[src/rtl/packed_word_serializer.sv]
// Splits a packed word into LSB-first BEAT_W beats. Beat 0 is valid 1 cycle after accept.
// A stalled beat holds all outputs. A new word is accepted only in IDLE or on the last-beat handshake.
module packed_word_serializer #(
    parameter  int IN_W   = 126,
    parameter  int BEAT_W = 32,
    localparam int NBEATS = (IN_W + BEAT_W - 1) / BEAT_W,
    localparam int IDX_W  = (NBEATS > 1) ? $clog2(NBEATS) : 1
) (
    input  logic              clock,
    input  logic              reset,
    input  logic              in_valid,
    output logic              in_ready,
    input  logic [IN_W-1:0]   in_data,
    output logic              out_valid,
    input  logic              out_ready,
    output logic [BEAT_W-1:0] out_data,
    output logic              out_last,
    output logic [IDX_W-1:0]  out_idx
);

    localparam int SH_W = NBEATS * BEAT_W;
    localparam logic [IDX_W-1:0] IDX_ONE  = IDX_W'(1);
    localparam logic [IDX_W-1:0] LAST_IDX = IDX_W'(NBEATS - 1);

    typedef enum logic {IDLE, SEND} state_t;

    state_t            state_q;
    logic [SH_W-1:0]   sh_q;
    logic [BEAT_W-1:0] out_data_q;
    logic [IDX_W-1:0]  out_idx_q;
    logic              out_valid_q;
    logic              out_last_q;

    logic [SH_W-1:0]   in_ext;
    logic [IDX_W-1:0]  idx_nxt;
    logic              beat_xfer;
    logic              accept;

    // Padding above IN_W is forced to zero so the last beat is clean.
    always_comb begin
        in_ext             = '0;
        in_ext[IN_W-1:0]   = in_data;
        idx_nxt            = out_idx_q + IDX_ONE;
    end

    assign beat_xfer = out_valid_q && out_ready;
    assign in_ready  = !reset && ((state_q == IDLE) || (beat_xfer && out_last_q));
    assign accept    = in_valid && in_ready;

    always_ff @(posedge clock) begin
        if (reset) begin
            state_q     <= IDLE;
            sh_q        <= '0;
            out_data_q  <= '0;
            out_idx_q   <= '0;
            out_valid_q <= 1'b0;
            out_last_q  <= 1'b0;
        end else if (accept) begin
            // sh_q keeps only the beats not yet presented on out_data.
            state_q     <= SEND;
            sh_q        <= in_ext >> BEAT_W;
            out_data_q  <= in_ext[BEAT_W-1:0];
            out_idx_q   <= '0;
            out_valid_q <= 1'b1;
            out_last_q  <= (NBEATS == 1);
        end else if (beat_xfer) begin
            if (out_last_q) begin
                state_q     <= IDLE;
                out_idx_q   <= '0;
                out_valid_q <= 1'b0;
                out_last_q  <= 1'b0;
            end else begin
                sh_q        <= sh_q >> BEAT_W;
                out_data_q  <= sh_q[BEAT_W-1:0];
                out_idx_q   <= idx_nxt;
                out_last_q  <= (idx_nxt == LAST_IDX);
            end
        end
    end

    assign out_valid = out_valid_q;
    assign out_data  = out_data_q;
    assign out_last  = out_last_q;
    assign out_idx   = out_idx_q;

endmodule

[config.mk]
export PLATFORM = sky130hd
export DESIGN_NAME = packed_word_serializer
export DESIGN_NICKNAME = d
export VERILOG_FILES = /design/src/rtl/packed_word_serializer.sv
export SDC_FILE = /design/constraint.sdc
export NUM_CORES = 1
export LEC_CHECK = 0
export ABC_AREA = 0
export ABC_CLOCK_PERIOD_IN_PS = 2100
export BUFFER_PORTS_ARGS = -buffer_cell sky130_fd_sc_hd__buf_2
export CAP_MARGIN = 15
export CELL_PAD_IN_SITES_DETAIL_PLACEMENT = 1
export CELL_PAD_IN_SITES_GLOBAL_PLACEMENT = 2
export CORE_MARGIN = 5
export CORE_UTILIZATION = 34
export DETAILED_ROUTE_END_ITERATION = 8
export MAX_ROUTING_LAYER = met4
export PLACE_DENSITY = 0.81
export SKIP_LAST_GASP = 1
export SLEW_MARGIN = 30
export SYNTH_ARGS = -nofsm -noshare
export SYNTH_HDL_FRONTEND = slang
export SYNTH_SLANG_ARGS = --single-unit
[constraint.sdc]
create_clock -name clock -period 2.1 [get_ports clock]
set_clock_uncertainty 0.05 [all_clocks]
set_input_delay 0.21 -clock clock [delete_from_list [all_inputs] [get_ports clock]]
set_output_delay 0.21 -clock clock [all_outputs]
set_load 0.02 [all_outputs]
==> Word-level counts from Yosys, hierarchy flattened <==
Cells that the tools add are included.
{ "word_totals": {"regBits": 130, "input_bits": 130, "out_inout_bits": 37, "wordCells": 31} }
{ "op_classes": {"add_sub_neg": 1, "n_eq_ne": 2, "n_mux": 11, "bitwise_logic": 1, "n_reduce_logical": 11} }
{ "ops": {"columns": ["operator", "count"], "rows": [
  ["94-bit 2-to-1 mux", 3],
  ["32-bit 2-to-1 mux", 3],
  ["1-bit logical AND", 4],
  ["1-bit 2-to-1 mux", 4],
  ["2-bit AND reduction", 2],
  ["2-bit nonzero test", 2],
  ["2-bit by 1-bit adder with 2-bit output, second input constant", 1],
  ["2-bit == test, second input constant", 1],
  ["2-bit 2-to-1 mux", 1],
  ["2-bit by 1-bit != test with 1-bit output, second input constant", 1],
  ["2-bit OR reduction", 1],
  ["1-bit logical NOT", 1],
  ["1-bit logical OR", 1],
  ["1-bit inverter", 1]
]} }

==> Depth between registers and ports, before layout <==
{ "logic_depth": {"depth_word": 7, "depth_mapped": 7, "ltp_nobuf": 5} }

==> Worst setup path before layout <==
No wires, ideal clock.
{ "synth_path": {"path_kind": "register -> output", "start": "reg out_last_q (netlist: out_last)", "end": "out in_ready", "arrival_time_ns": 1.247, "t_required_ns": 1.840, "setup_slack_ns": 0.593, "path_stages_with_launch": 5, "path_buffers": 2, "path_cell_list": "dfxtp_1 a21boi_2 buf_4 buf_2 nor2_1"} }
{ "synth_via": {"elab_chain_len": 3} }
{ "synth_rtl": {"columns": ["element", "line_no", "source"], "rows": [
  ["start: declaration", "32", "logic out_last_q;"],
  ["start signal: assignment", "65", "out_last_q <= (NBEATS == 1);"],
  ["start signal: assignment", "76", "out_last_q <= (idx_nxt == LAST_IDX);"],
  ["1-bit logical AND", "47", "assign in_ready = !reset && ((state_q == IDLE) || (beat_xfer && out_last_q));"],
  ["1-bit logical OR", "47", null],
  ["1-bit logical AND", "47", null],
  ["end: declaration", "12", "output logic in_ready,"]
]} }
Every way passes these cells.

==> Worst setup path in the final report <==
{ "layout_path": {"start": "reg out_valid_q (netlist: out_valid)", "end": "out in_ready"} }
{ "layout_via": {"elab_chain_len": 4, "elab_cells_between_ends": 5, "cone_classes": "bitwise: 1; reduce/logical: 4"} }
{ "layout_rtl": {"columns": ["element", "line_no", "source"], "rows": [
  ["start: declaration", "31", "logic out_valid_q;"],
  ["start signal: assignment", "56", "out_valid_q <= 1'b0;"],
  ["start signal: assignment", "64", "out_valid_q <= 1'b1;"],
  ["start signal: assignment", "70", "out_valid_q <= 1'b0;"],
  ["1-bit logical AND", "46", "assign beat_xfer = out_valid_q && out_ready;"],
  ["1-bit logical AND", "47", null],
  ["1-bit logical OR (*)", "47", null],
  ["1-bit logical AND (*)", "47", null]
]} }
Every way passes the cells marked *; elsewhere a longest branch is shown, timed or not.

==> results.yml <==
die:
  die_area_sq_mm: 0.0223
  floorplan.initialDensity: 0.342
  die_w_um: 149
  design.core.area_sq_mm: 0.0193
  die_y_um: 149
  std_cell_rows: 51
  pin_count: 167
cts:
  h-tree-depth: 4
  clkTransAtPathRegs_ps: 50
  worst_skew_pair.late_latency_ps: 420
  tritoncts_num_sinks: 130
  cts_made_buffers: 17
  cts_tree: "yes"
  cts_root_buffer: "clkbuf_16"
  cts-root-to-sink-buffers: 2
worst_setup_path:
  timing.critical_path.slowest_cell_delay_ps: 440
  worst_path_max_delay_cell: "dfxtp_1"
  critical_path_peak_fanout: 34
  crit_arrival_ps: 1730
  timing.critical_path.required_ps: 1840
  cp-start-kind: "flop"
  timing_worst_setup_path_type: "flop to primary output"
  r2r_setup_slack_ps: 400
  critPathCaptureType: "primary output"
  critical_path.cell_chain: "a21boi_4 -> buf_4 -> nor2_1 -> buf_2"
yosys:
  syn_area_sq_mm: 0.00660
  yosysSeqAreaShare: 0.394
  synth_seq_cells: 130
  post_synthesis_area_per_instance_sq_um: 9.28
  synthCells: 711
  mappedNetlistNets: 842
  synth.distinct_cells: 25
  synthesis.yosys.warnings: 0
timing:
  finalCritPeriodShare: 0.946
  final.setup.tns_ps: 0
  max_slew.worst_pin.slew_ps: 696
  unrepaired_setup_endpoints_after_global_routing: "no"
  final.min_clock_period_ps: 1990
  report.final.slew_viol_count: 0
  finalWorstSetupSlack_ps: 114
  fmax_ghz: 0.504
  slew-limit-headroom: 0.536
  hold_ws_ps: 14.7
  hold_violations: 0
  final-setup-viol-count: 0
final_layout:
  multi_input_area_sq_mm: 0.00343
  areaGrowthSynthToFinish_pct: 24.2
  final-seq-area_sq_mm: 0.00260
  layout.nets: 976
  antenna-diode-count: 0
  design_area_sq_mm: 0.00820
  share_of_layout_cells_above_drive_strength_1: 0.420
  fillers: 2273
  finalNonFillerCells: 1120
global_routing:
  number_of_antenna_violations_at_the_first_check_in_global_routing: 0
  grt_pass1_wl_mm: 33.1
  grt_use_total: 0.190
  number_of_global_route_vias_before_repair: 6081
  pin_count_of_the_biggest_net_entering_global_routing: 101
  grt_remaining_overflow: 0
power_and_ir_drop:
  p_leak_uw: 0.00292
  max-vdd-ir-drop_mv: 0.526
  intPower_uw: 4780
  comb_power_share: 0.147
  netSwitchingFraction: 0.263
  sequentialPowerShare: 0.420
  p_switching_uw: 1710
  p_clk_frac: 0.433
  power_density_mw_per_mm2: 792
placed_design:
  dp_cell_count: 1070
  place_worst_setup_slack_ps: 448
  gp_congestion: 0.802
  dpl_cell_area_sq_mm: 0.00744
  port-buffer-count: 166
  hpwlAfterDp_mm: 14.1
route:
  wl_per_cell_um: 18.2
  drc_errors: 0
  wirelength_mm: 20.3
  drt-pass1-iter-count: 4
  routed-via-count: 5818
  drt-vias-per-instance: 5.19
  antenna_left: 0
  drtIter0Drc: 245
hold_path:
  hold_path.class: "primary input to flop"
status:
  outcome: "finished clean"
flow_run:
  drv.max_cap_violation_count: 0
-- worst max-delay path, delay by kind of cell (launching register included) --
family	cells	cell delay, ps
and+or+nand+nor	1	80
buffers and inverters	2	520
AOI/OAI and AO/OA	1	260
DFF	1	440
-- cell usage after synthesis (all sizes together) --
cell type  number  area (sq um)
nand2         190           866
dfxtp         130          2600
nor3           97           485
a311oi         94          1370
buf            59           485
a21oi          33           165
nand3          32           160
o211ai         32           240
clkbuf         27           101
nor2            6          22.5
mux2i           2          20.0
a21bo           1          10.0
a21boi          1          11.3
and3b           1          8.76
and4b           1          10.0
ha              1          12.5
inv             1          3.75
nand2b          1          6.26
nand3b          1          7.51
nor2b           1          6.26
-- registers in the layout, indices dropped and copies added, names as in the netlist --
signal     flops
out_last       1
out_valid      1
sh_q          94
out_idx        2
out_data      32
-- placed cells by master, fill, tap and decap left out, drive strengths merged --
cell | synthesis | final
nand2 | 190 | 190
buf | 59 | 180
dfxtp | 130 | 130
nor3 | 97 | 97
a311oi | 94 | 94
a21oi | 33 | 33
nand3 | 32 | 32
o211ai | 32 | 32
clkbuf | 27 | 22
dlygate4sd3 | 0 | 21
nor2 | 6 | 6
clkinv | 0 | 5
mux2i | 2 | 2
bufinv | 0 | 2
a21boi | 1 | 1
inv | 1 | 1
a21bo | 1 | 1
nor2b | 1 | 1
nand2b | 1 | 1
nand3b | 1 | 1
and3b | 1 | 1
and4b | 1 | 1
ha | 1 | 1
-- per-layer routing --
| layer | global-route usage | vias to the layer above | share of wire |
|---|---|---|---|
| li1 | - | 2871 | - |
| met3 | 0.0431 | 25 | 0.050 |
| met2 | 0.271 | 147 | 0.43 |
| met1 | 0.267 | 2775 | 0.50 |
| met4 | 0.0586 | 0 | 0.014 |
| met5 | - | - | 0 |
-- layout make-up --
type / count / area share
Inverter: 1 / 0.000458
Clock buffer: 22 / 0.0566
Timing Repair Buffer: 201 / 0.156
Clock inverter: 7 / 0.0104
Sequential cell: 130 / 0.318
Tap cell: 265 / 0.0405
Multi-Input combinational cell: 494 / 0.419
-- through the flow --
stage / power, uW / utilization
2_1_floorplan: 3400 / -
3_5_place_dp: 3710 / 0.386
6_report: 6490 / 0.425
3_3_place_gp: 3670 / 0.386
5_1_grt: 6750 / 0.425
4_1_cts: 6560 / 0.425
-- logic make-up (layout without fill, tap and decap cells) --
group,Yosys count,in the layout,share of synthesized area
AO/OA/AOI/OAI,161,161,0.273
adder cells (fa/ha/maj),1,1,0.00190
buffers and inverters,87,231,0.0895
flip-flops,130,130,0.394
multiplexers,2,2,0.00303
AND/OR/NAND/NOR,330,330,0.238
-- path summary, 6_finish.rpt --
kind,from,cells after the start,end
worst max-delay path,out_valid,4,in_ready
worst min-delay path,in_data[96],3,sh_q[64]
worst max register to register,out_valid,4,out_data[22]
worst min register to register,sh_q[71],2,sh_q[71]
-- power by group through the flow --
stage          clock network, uW  registers, uW  logic [uW]
2_1_floorplan                  0           2800         604
3_3_place_gp                   0           2770         904
3_5_place_dp                   0           2780         934
4_1_cts                     2870           2730         968
5_1_grt                     2960           2740        1050
6_report                    2810           2730         956
-- what timing repair did --
item	in CTS	in global routing
hold buffers	21	0
resized for setup	0	0
hold endpoints to repair	21	0
setup buffers	0	0
Power figures use the tool's default switching activity.
